## config.mk

```make
export PLATFORM = sky130hd
export DESIGN_NAME = instr_loader
export DESIGN_NICKNAME = d
export VERILOG_FILES = /design/src/rtl/isa_pkg.sv /design/src/rtl/instr_encoder.sv /design/src/rtl/instr_loader.sv
export SDC_FILE = /design/constraint.sdc
export NUM_CORES = 1
export LEC_CHECK = 0
export ABC_AREA = 1
export BUFFER_PORTS_ARGS = -buffer_cell sky130_fd_sc_hd__buf_2
export CAP_MARGIN = 20
export CORE_MARGIN = 5
export CORE_UTILIZATION = 45
export DETAILED_ROUTE_END_ITERATION = 12
export PLACE_DENSITY_LB_ADDON = 0.2
export SLEW_MARGIN = 25
export SYNTH_ARGS = -nofsm -noshare
export SYNTH_HDL_FRONTEND = slang
export SYNTH_SLANG_ARGS = --single-unit
```

## constraint.sdc

```tcl
create_clock -name clk -period 2 [get_ports clk]
set_input_delay 0.4 -clock clk [delete_from_list [all_inputs] [get_ports clk]]
set_output_delay 0.4 -clock clk [all_outputs]
set_load 0.1 [all_outputs]
```

## src/rtl/isa_pkg.sv

```systemverilog
// Shared ISA definitions for the instruction loader: instruction field positions,
// loader error codes and the loader FSM state type.
package isa_pkg;

    localparam int unsigned OP_HI_MSB = 15;
    localparam int unsigned OP_HI_LSB = 12;
    localparam int unsigned RDEST_MSB = 11;
    localparam int unsigned RDEST_LSB = 8;
    localparam int unsigned OPEXT_MSB = 7;
    localparam int unsigned OPEXT_LSB = 4;
    localparam int unsigned RSRC_MSB  = 3;
    localparam int unsigned RSRC_LSB  = 0;
    localparam int unsigned IMM8_MSB  = 7;
    localparam int unsigned IMM8_LSB  = 0;

    localparam logic [1:0] ERR_NONE   = 2'd0;
    localparam logic [1:0] ERR_IMM    = 2'd1;
    localparam logic [1:0] ERR_VERIFY = 2'd2;
    localparam logic [1:0] ERR_OVF    = 2'd3;

    typedef enum logic [2:0] {
        StIdle,
        StAccept,
        StWrite,
        StRead,
        StCheck,
        StDone,
        StError
    } loader_state_e;

endpackage

```

## src/rtl/instr_encoder.sv

```systemverilog
// Packs decoded instruction fields into the 16-bit word the fetch-path decoder consumes,
// and flags immediates that do not fit the 8-bit signed field.
module instr_encoder
    import isa_pkg::*;
(
    input  logic [7:0]  opcode,
    input  logic [3:0]  rdest,
    input  logic [3:0]  rsrc,
    input  logic [15:0] imm_in,
    input  logic        imm_form,
    output logic [15:0] word,
    output logic        imm_ok
);

    always_comb begin
        word = '0;
        word[OP_HI_MSB:OP_HI_LSB] = opcode[7:4];
        word[RDEST_MSB:RDEST_LSB] = rdest;
        if (imm_form) begin
            word[IMM8_MSB:IMM8_LSB] = imm_in[7:0];
        end else begin
            word[OPEXT_MSB:OPEXT_LSB] = opcode[3:0];
            word[RSRC_MSB:RSRC_LSB]   = rsrc;
        end
    end

    // Upper byte must be a pure sign extension of bit 7; register form ignores imm_in.
    assign imm_ok = !imm_form || (imm_in[15:8] == {8{imm_in[7]}});

endmodule

```

## src/rtl/instr_loader.sv

```systemverilog
// Instruction-memory loader: accepts one instruction per handshake, packs it, writes it,
// reads it back and verifies it, advancing the address until the last word of the session.
module instr_loader
    import isa_pkg::*;
#(
    parameter int unsigned ADDR_W = 10
) (
    input  logic              clk,
    input  logic              rst_n,
    input  logic              start,
    input  logic [ADDR_W-1:0] base_addr,
    input  logic              in_valid,
    output logic              in_ready,
    input  logic              in_last,
    input  logic [7:0]        opcode,
    input  logic [3:0]        rdest,
    input  logic [3:0]        rsrc,
    input  logic [15:0]       imm_in,
    input  logic              imm_form,
    output logic              mem_we,
    output logic              mem_re,
    output logic [ADDR_W-1:0] mem_addr,
    output logic [15:0]       mem_wdata,
    input  logic [15:0]       mem_rdata,
    output logic              busy,
    output logic              done,
    output logic              error,
    output logic [1:0]        err_code,
    output logic [ADDR_W:0]   word_count
);

    localparam logic [ADDR_W-1:0] LAST_ADDR = '1;

    loader_state_e     state_q, state_d;
    logic [ADDR_W-1:0] addr_q, addr_d;
    logic [15:0]       word_q, word_d;
    logic              last_q, last_d;
    logic [ADDR_W:0]   count_q, count_d;
    logic              error_q, error_d;
    logic [1:0]        code_q, code_d;

    logic [15:0] enc_word;
    logic        enc_imm_ok;

    instr_encoder u_encoder (
        .opcode   (opcode),
        .rdest    (rdest),
        .rsrc     (rsrc),
        .imm_in   (imm_in),
        .imm_form (imm_form),
        .word     (enc_word),
        .imm_ok   (enc_imm_ok)
    );

    always_ff @(posedge clk or negedge rst_n) begin
        if (!rst_n) begin
            state_q <= StIdle;
            addr_q  <= '0;
            word_q  <= '0;
            last_q  <= 1'b0;
            count_q <= '0;
            error_q <= 1'b0;
            code_q  <= ERR_NONE;
        end else begin
            state_q <= state_d;
            addr_q  <= addr_d;
            word_q  <= word_d;
            last_q  <= last_d;
            count_q <= count_d;
            error_q <= error_d;
            code_q  <= code_d;
        end
    end

    always_comb begin
        state_d = state_q;
        addr_d  = addr_q;
        word_d  = word_q;
        last_d  = last_q;
        count_d = count_q;
        error_d = error_q;
        code_d  = code_q;

        unique case (state_q)
            StIdle: begin
                if (start) begin
                    addr_d  = base_addr;
                    count_d = '0;
                    error_d = 1'b0;
                    code_d  = ERR_NONE;
                    state_d = StAccept;
                end
            end
            StAccept: begin
                if (in_valid) begin
                    word_d = enc_word;
                    last_d = in_last;
                    if (!enc_imm_ok) begin
                        error_d = 1'b1;
                        code_d  = ERR_IMM;
                        state_d = StError;
                    end else begin
                        state_d = StWrite;
                    end
                end
            end
            StWrite: state_d = StRead;
            StRead:  state_d = StCheck;
            StCheck: begin
                if (mem_rdata != word_q) begin
                    error_d = 1'b1;
                    code_d  = ERR_VERIFY;
                    state_d = StError;
                end else begin
                    count_d = count_q + 1'b1;
                    if (last_q) begin
                        state_d = StDone;
                    end else if (addr_q == LAST_ADDR) begin
                        // Out of address space before the host said "last": stop, never wrap.
                        error_d = 1'b1;
                        code_d  = ERR_OVF;
                        state_d = StError;
                    end else begin
                        addr_d  = addr_q + 1'b1;
                        state_d = StAccept;
                    end
                end
            end
            StDone:  state_d = StIdle;
            StError: state_d = StIdle;
            default: state_d = StIdle;
        endcase
    end

    assign in_ready   = (state_q == StAccept);
    assign mem_we     = (state_q == StWrite);
    assign mem_re     = (state_q == StRead);
    assign mem_addr   = addr_q;
    assign mem_wdata  = word_q;
    assign busy       = (state_q != StIdle);
    assign done       = (state_q == StDone);
    assign error      = error_q;
    assign err_code   = code_q;
    assign word_count = count_q;

endmodule

```

Word level (Yosys, flattened, before mapping)
Index checks and enable logic that the tools add are counted.

word-level totals
  memories kept = 0
  bits of input ports = 64
  output and inout bits = 45
  logic and storage cells = 66
  bits in writable memories = 0
  bits in registers = 44
  bits in latches = 0
  ROM bits = 0

operators by class
  multipliers = 0
  reductions and logical operators = 11
  bitwise gates (word level) = 0
  add/sub/neg operators = 2
  shift-type cells = 0
  multiplexer cells = 30
  equal/unequal tests = 16
  divide/modulo/power cells = 0
  $lt $le $gt $ge = 0

operators by type and width
  kind                     number
  $mux W10                 4
  $mux W11                 2
  $pmux W11 S2             1
  $pmux W10 S2             1
  $mux W3                  6
  $ne A16 B16 Y1           1
  $pmux W3 S5              1
  $mux W2                  6
  $ne A2 B2 Y1 const B     6
  $add A11 B1 Y11 const B  1
  $add A10 B1 Y10 const B  1
  $eq A10 B10 Y1 const B   1
  $eq A8 B8 Y1             1
  $mux W8                  1
  $eq A3 B2 Y1 const B     2
  $eq A3 B3 Y1 const B     2
  $mux W1                  6
  $ne A3 B3 Y1 const B     2
  $pmux W2 S3              1
  $reduce_and A6 Y1        1
  $reduce_bool A3 Y1       2
  $reduce_and A5 Y1        1
  $reduce_and A2 Y1        2
  $eq A3 B1 Y1 const B     1
  6 further kinds          6

Depth between registers and ports, before layout
  depth in word-level cells = 5
  gate-level depth with buffers = 11
  depth with buffers taken out = 10

Modules after synthesis
A second synthesis with hierarchy kept.

unflattened totals
  cell total of the unflattened synthesis = 401
  area total of the unflattened synthesis = 2920.3 sq um

modules (own cells, without submodules)
  module         cells an instance  area an instance (sq um)  instances
  instr_loader   364                2648.8                    1
  instr_encoder  37                 271.5                     1

Least setup slack after synthesis
OpenSTA, ideal clock, no wires.

  kind = reg-to-reg
  start point = reg state_q[2]
  end point = reg state_q[1]
  period minus slack after synthesis = 3107 ps
  cell stages (with the launch flop) = 5
  data arrival time = 3030 ps
  buffers on the path = 0
  setup slack = -1107 ps
  required time = 1923 ps
  cells stage by stage = dfrtp_1 > nor3_1 > or2_2 > inv_1 > a21oi_1

RTL lines
  what                      RTL line            text
  start: declaration        instr_loader.sv:34  loader_state_e state_q, state_d;
  start signal: assignment  instr_loader.sv:57  state_q <= StIdle;
  start signal: assignment  instr_loader.sv:65  state_q <= state_d;
  $eq A3 B2 Y1              -
  named net mem_we          instr_loader.sv:20  output logic mem_we,
  $pmux W3 S5               instr_loader.sv:84  unique case (state_q)

The timed path passes the listed nets, and every way through them passes these cells.
A chain may end at the register's enable or synchronous reset.

Worst setup path in the final report
  start point = reg state_q[0]
  end point = out busy

between the ends
  longest elaborated chain between the ends = 1

ends and longest elaborated chain
  what                RTL line             text
  $reduce_bool A3 Y1  instr_loader.sv:140  assign busy = (state_q != StIdle);
  end: declaration    instr_loader.sv:25   output logic busy,

Every way passes these cells.

==> impl_metrics.env <==
export IMPL_post_cts_buffers=0
export IMPL_cts_buffers_inserted=5
export IMPL_critPathKind="flop to primary output"
export IMPL_place_congestion=0.8303
export IMPL_synth_largest_area_cell="dfrtp_1"
export IMPL_top_usage_layer="met2"
export IMPL_whs_ns=0.08606
export IMPL_synth_area_leaders="dfrtp_1 38%, nand2_1 20%, nor2_1 6.4%, nand3_1 5.6%, inv_1 5.0%"
export IMPL_cts_sinks=44
export IMPL_synth_top_area_share_pct=38.43
export IMPL_cap_violations=0
export IMPL_ff2ff_path_depth=7
export IMPL_regArea_um2=1121
export IMPL_drv_slew=0
export IMPL_fin_ws_ns=0.09452
export IMPL_leakage_uw=0.001950
export IMPL_critPathMostFrequentCell="inv_2"
export IMPL_synth_fp_nets=481
export IMPL_syn_to_final_growth_pct=26.59
export IMPL_first_iter_violations=129
export IMPL_final_nets=589
export IMPL_ir_drop_uv=1018
export IMPL_synth_compound_area_share_pct=6.987
export IMPL_initial_core_util_pct=45.64
export IMPL_reg2reg_to="mem_wdata[6]$_DFFE_PN0P_"
export IMPL_grt_use_met1_pct=23.84
export IMPL_cts_clk_slew_worst_paths_ns=0.08
export IMPL_yosys_mux_area_fraction_pct=0
export IMPL_grt_use_met2_pct=29.63
export IMPL_ff2ff_setup_slack_ns=0.29
export IMPL_skew_ns=0.006369
export IMPL_dieArea_um2=8063
export IMPL_synth_seq_cells=44
export IMPL_first_global_vias=2769
export IMPL_hold_violations=0
export IMPL_cts_resized=0
export IMPL_yosys_area_share_simple_pct=41.35
export IMPL_synthXorXnorAreaFrac_pct=3.668
export IMPL_cp_arrival_ns=1.51
export IMPL_gr_usage_all_layers_pct=18.17
export IMPL_min_period_ns=1.905
export IMPL_clk_latency_ns=0.30
export IMPL_antennaDiodeCount=0
export IMPL_first_pass_iters=4
export IMPL_worstPathCellList="inv_2, nand2_4, nor2_4, inv_2, buf_2"
export IMPL_htreeDepth=2
export IMPL_antenna_found_initial=0
export IMPL_ant_nets=0
export IMPL_die_x_um=89.80
export IMPL_reg2reg_from="state_q[2]$_DFFE_PN0P_"
export IMPL_place_ws_ns=0.3088
export IMPL_core_area_um2=6277
export IMPL_synth_yosys_warnings=0
export IMPL_syn_area_per_cell_um2=6.904
export IMPL_rsz0062_at_grt="no"
export IMPL_syn_area_um2=2865
export IMPL_overflow=0
export IMPL_period_share_pct=95.27
export IMPL_port_buffers=108
export IMPL_clockBufferDepth=2
export IMPL_dp_hpwl_mm=5.703
export IMPL_postCtsHoldBufs=0
export IMPL_total_power_uw=6400
export IMPL_cp_max_fo=4
export IMPL_p_per_area_nw_per_um2=1764
export IMPL_grt_max_degree=29
export IMPL_fmax_mhz=524.8
export IMPL_via_per_inst=4.895
export IMPL_die_h_um=89.80
export IMPL_via_count=2942
export IMPL_final_util_pct=57.78
export IMPL_drc=0
export IMPL_fill_cells=644
export IMPL_synth_top_family_by_area="simple AND/OR/NAND/NOR gates"
export IMPL_multi_input_area_um2=1536
export IMPL_synth_fa_ha_area_share_pct=0.8734
export IMPL_root_buffer="clkbuf_8"
export IMPL_relSlewSlack_pct=62.63
export IMPL_yosysSeqAreaShare_pct=38.43
export IMPL_row_count=29
export IMPL_netlist_instances=415
export IMPL_cp_buffers_inverters=3
export IMPL_cts_tree="built"
export IMPL_drt_wirelength_per_cell_um=12.32
export IMPL_grt_pass1_wl_mm=12.50
export IMPL_placedCellCount=593
export IMPL_finalNonFillerCells=601
export IMPL_status="finished, final reports clean"
export IMPL_synth_cell_types=34
export IMPL_end_kind="primary output"
export IMPL_drive_gt1_share_pct=32.44
export IMPL_cp_slowest_cell="dfrtp_1"
export IMPL_finalSetupViolCount=0
export IMPL_use_met3_pct=5.175
export IMPL_cp_start_kind="flop"
export IMPL_critical_path_max_stage_delay_ns=0.45
export IMPL_holdCritPathClass="input port to asynchronous set/reset pin"
export IMPL_wl_mm=7.406
export IMPL_io_pins=109
export IMPL_worstMarginPinSlew_ns=0.5606
export IMPL_path_delay_family="buffers and inverters"
export IMPL_critPathRequiredTime_ns=1.60
-- per-stage QoR --
step,area (um2),TNS [ns]
after floorplan,2907,-0.3396
after global placement,3517,0
after detailed placement,3517,0
after CTS,3625,0
after global routing,3627,0
final,3627,0
-- cells in the final DEF, fill, tap and decap left out, types with 2 or more instances in the layout --
master / netlist / routed
o21ai_0: 8 / 8
buf_4: 1 / 2
inv_2: 8 / 8
dfrtp_2: 0 / 16
o21ai_2: 4 / 4
a31oi_1: 9 / 9
nor3_2: 0 / 2
dfrtp_1: 44 / 28
xnor2_1: 2 / 2
inv_1: 38 / 38
nand2_1: 150 / 150
nor2_4: 4 / 4
nand3_2: 3 / 3
nand4_1: 4 / 4
nand2_2: 5 / 5
o21ai_1: 4 / 4
xor2_1: 10 / 10
or2_2: 3 / 3
buf_2: 3 / 106
nand3_1: 32 / 32
nor2_1: 49 / 49
clkbuf_8: 0 / 5
nand2_4: 2 / 2
ha_1: 2 / 2
buf_12: 0 / 2
a21oi_1: 5 / 5
nor3_1: 11 / 8
-- worst max-delay path by stage --
stage / start / end / slack [ns] / depth (start not counted)
3_5_place_dp: mem_rdata[5] / word_count[6]$_DFFE_PN0P_ / 0.31 / 8
6_report: state_q[0]$_DFFE_PN0P_ / busy / 0.09 / 5
3_3_place_gp: mem_rdata[14] / word_count[6]$_DFFE_PN0P_ / 0.33 / 8
2_1_floorplan: state_q[2]$_DFFE_PN0P_ / done / -0.15 / 2
5_1_grt: state_q[2]$_DFFE_PN0P_ / done / 0.03 / 3
4_1_cts: state_q[0]$_DFFE_PN0P_ / mem_re / 0.04 / 3
-- cells by family after synthesis --
group           Yosys count
simple gates            268
buf+inv                  56
compound gates           33
xor+xnor                 12
fa+ha+maj                 2
flops                    44
-- flip-flops by register name, summed over array words and instances, names as in the netlist --
name,flops
word_count,11
mem_wdata,16
err_code,2
error,1
last_q,1
state_q,3
mem_addr,10
-- routing by layer --
metal	routed length [um]	up-vias	part of all wire, %
met4	57	0	0.77
met2	3426	75	46
li1	-	1521	-
met1	3409	1341	46
met3	513	5	6.9
met5	0	-	0
-- cell type report --
type | instances | share of cell area [%]
inverter | 46 | 4.760
timing repair buffer | 111 | 16.35
clock inverter | 2 | 0.9658
multi-input combinational | 315 | 42.36
sequential | 44 | 30.91
tap | 77 | 2.656
clock buffer | 6 | 2.001
-- Yosys cell counts, drive strengths merged --
cell type	number
nand2	157
nor2	54
inv	46
dfrtp	44
nand3	36
o21ai	16
nor3	11
xor2	10
a31oi	9
buf	8
a21oi	6
nand4	5
or2	4
clkbuf	2
ha	2
xnor2	2
a21boi	1
nand3b	1
o31ai	1
-- power breakdown --
part / internal, uW / switching, uW / leakage [uW]
combinational: 795 / 3350 / 0.00136
sequential: 1230 / 344 / 0.000539
clock: 371 / 308 / 0.0000552
total: 2400 / 4000 / 0.00195
(Power assumes the default switching activity.)
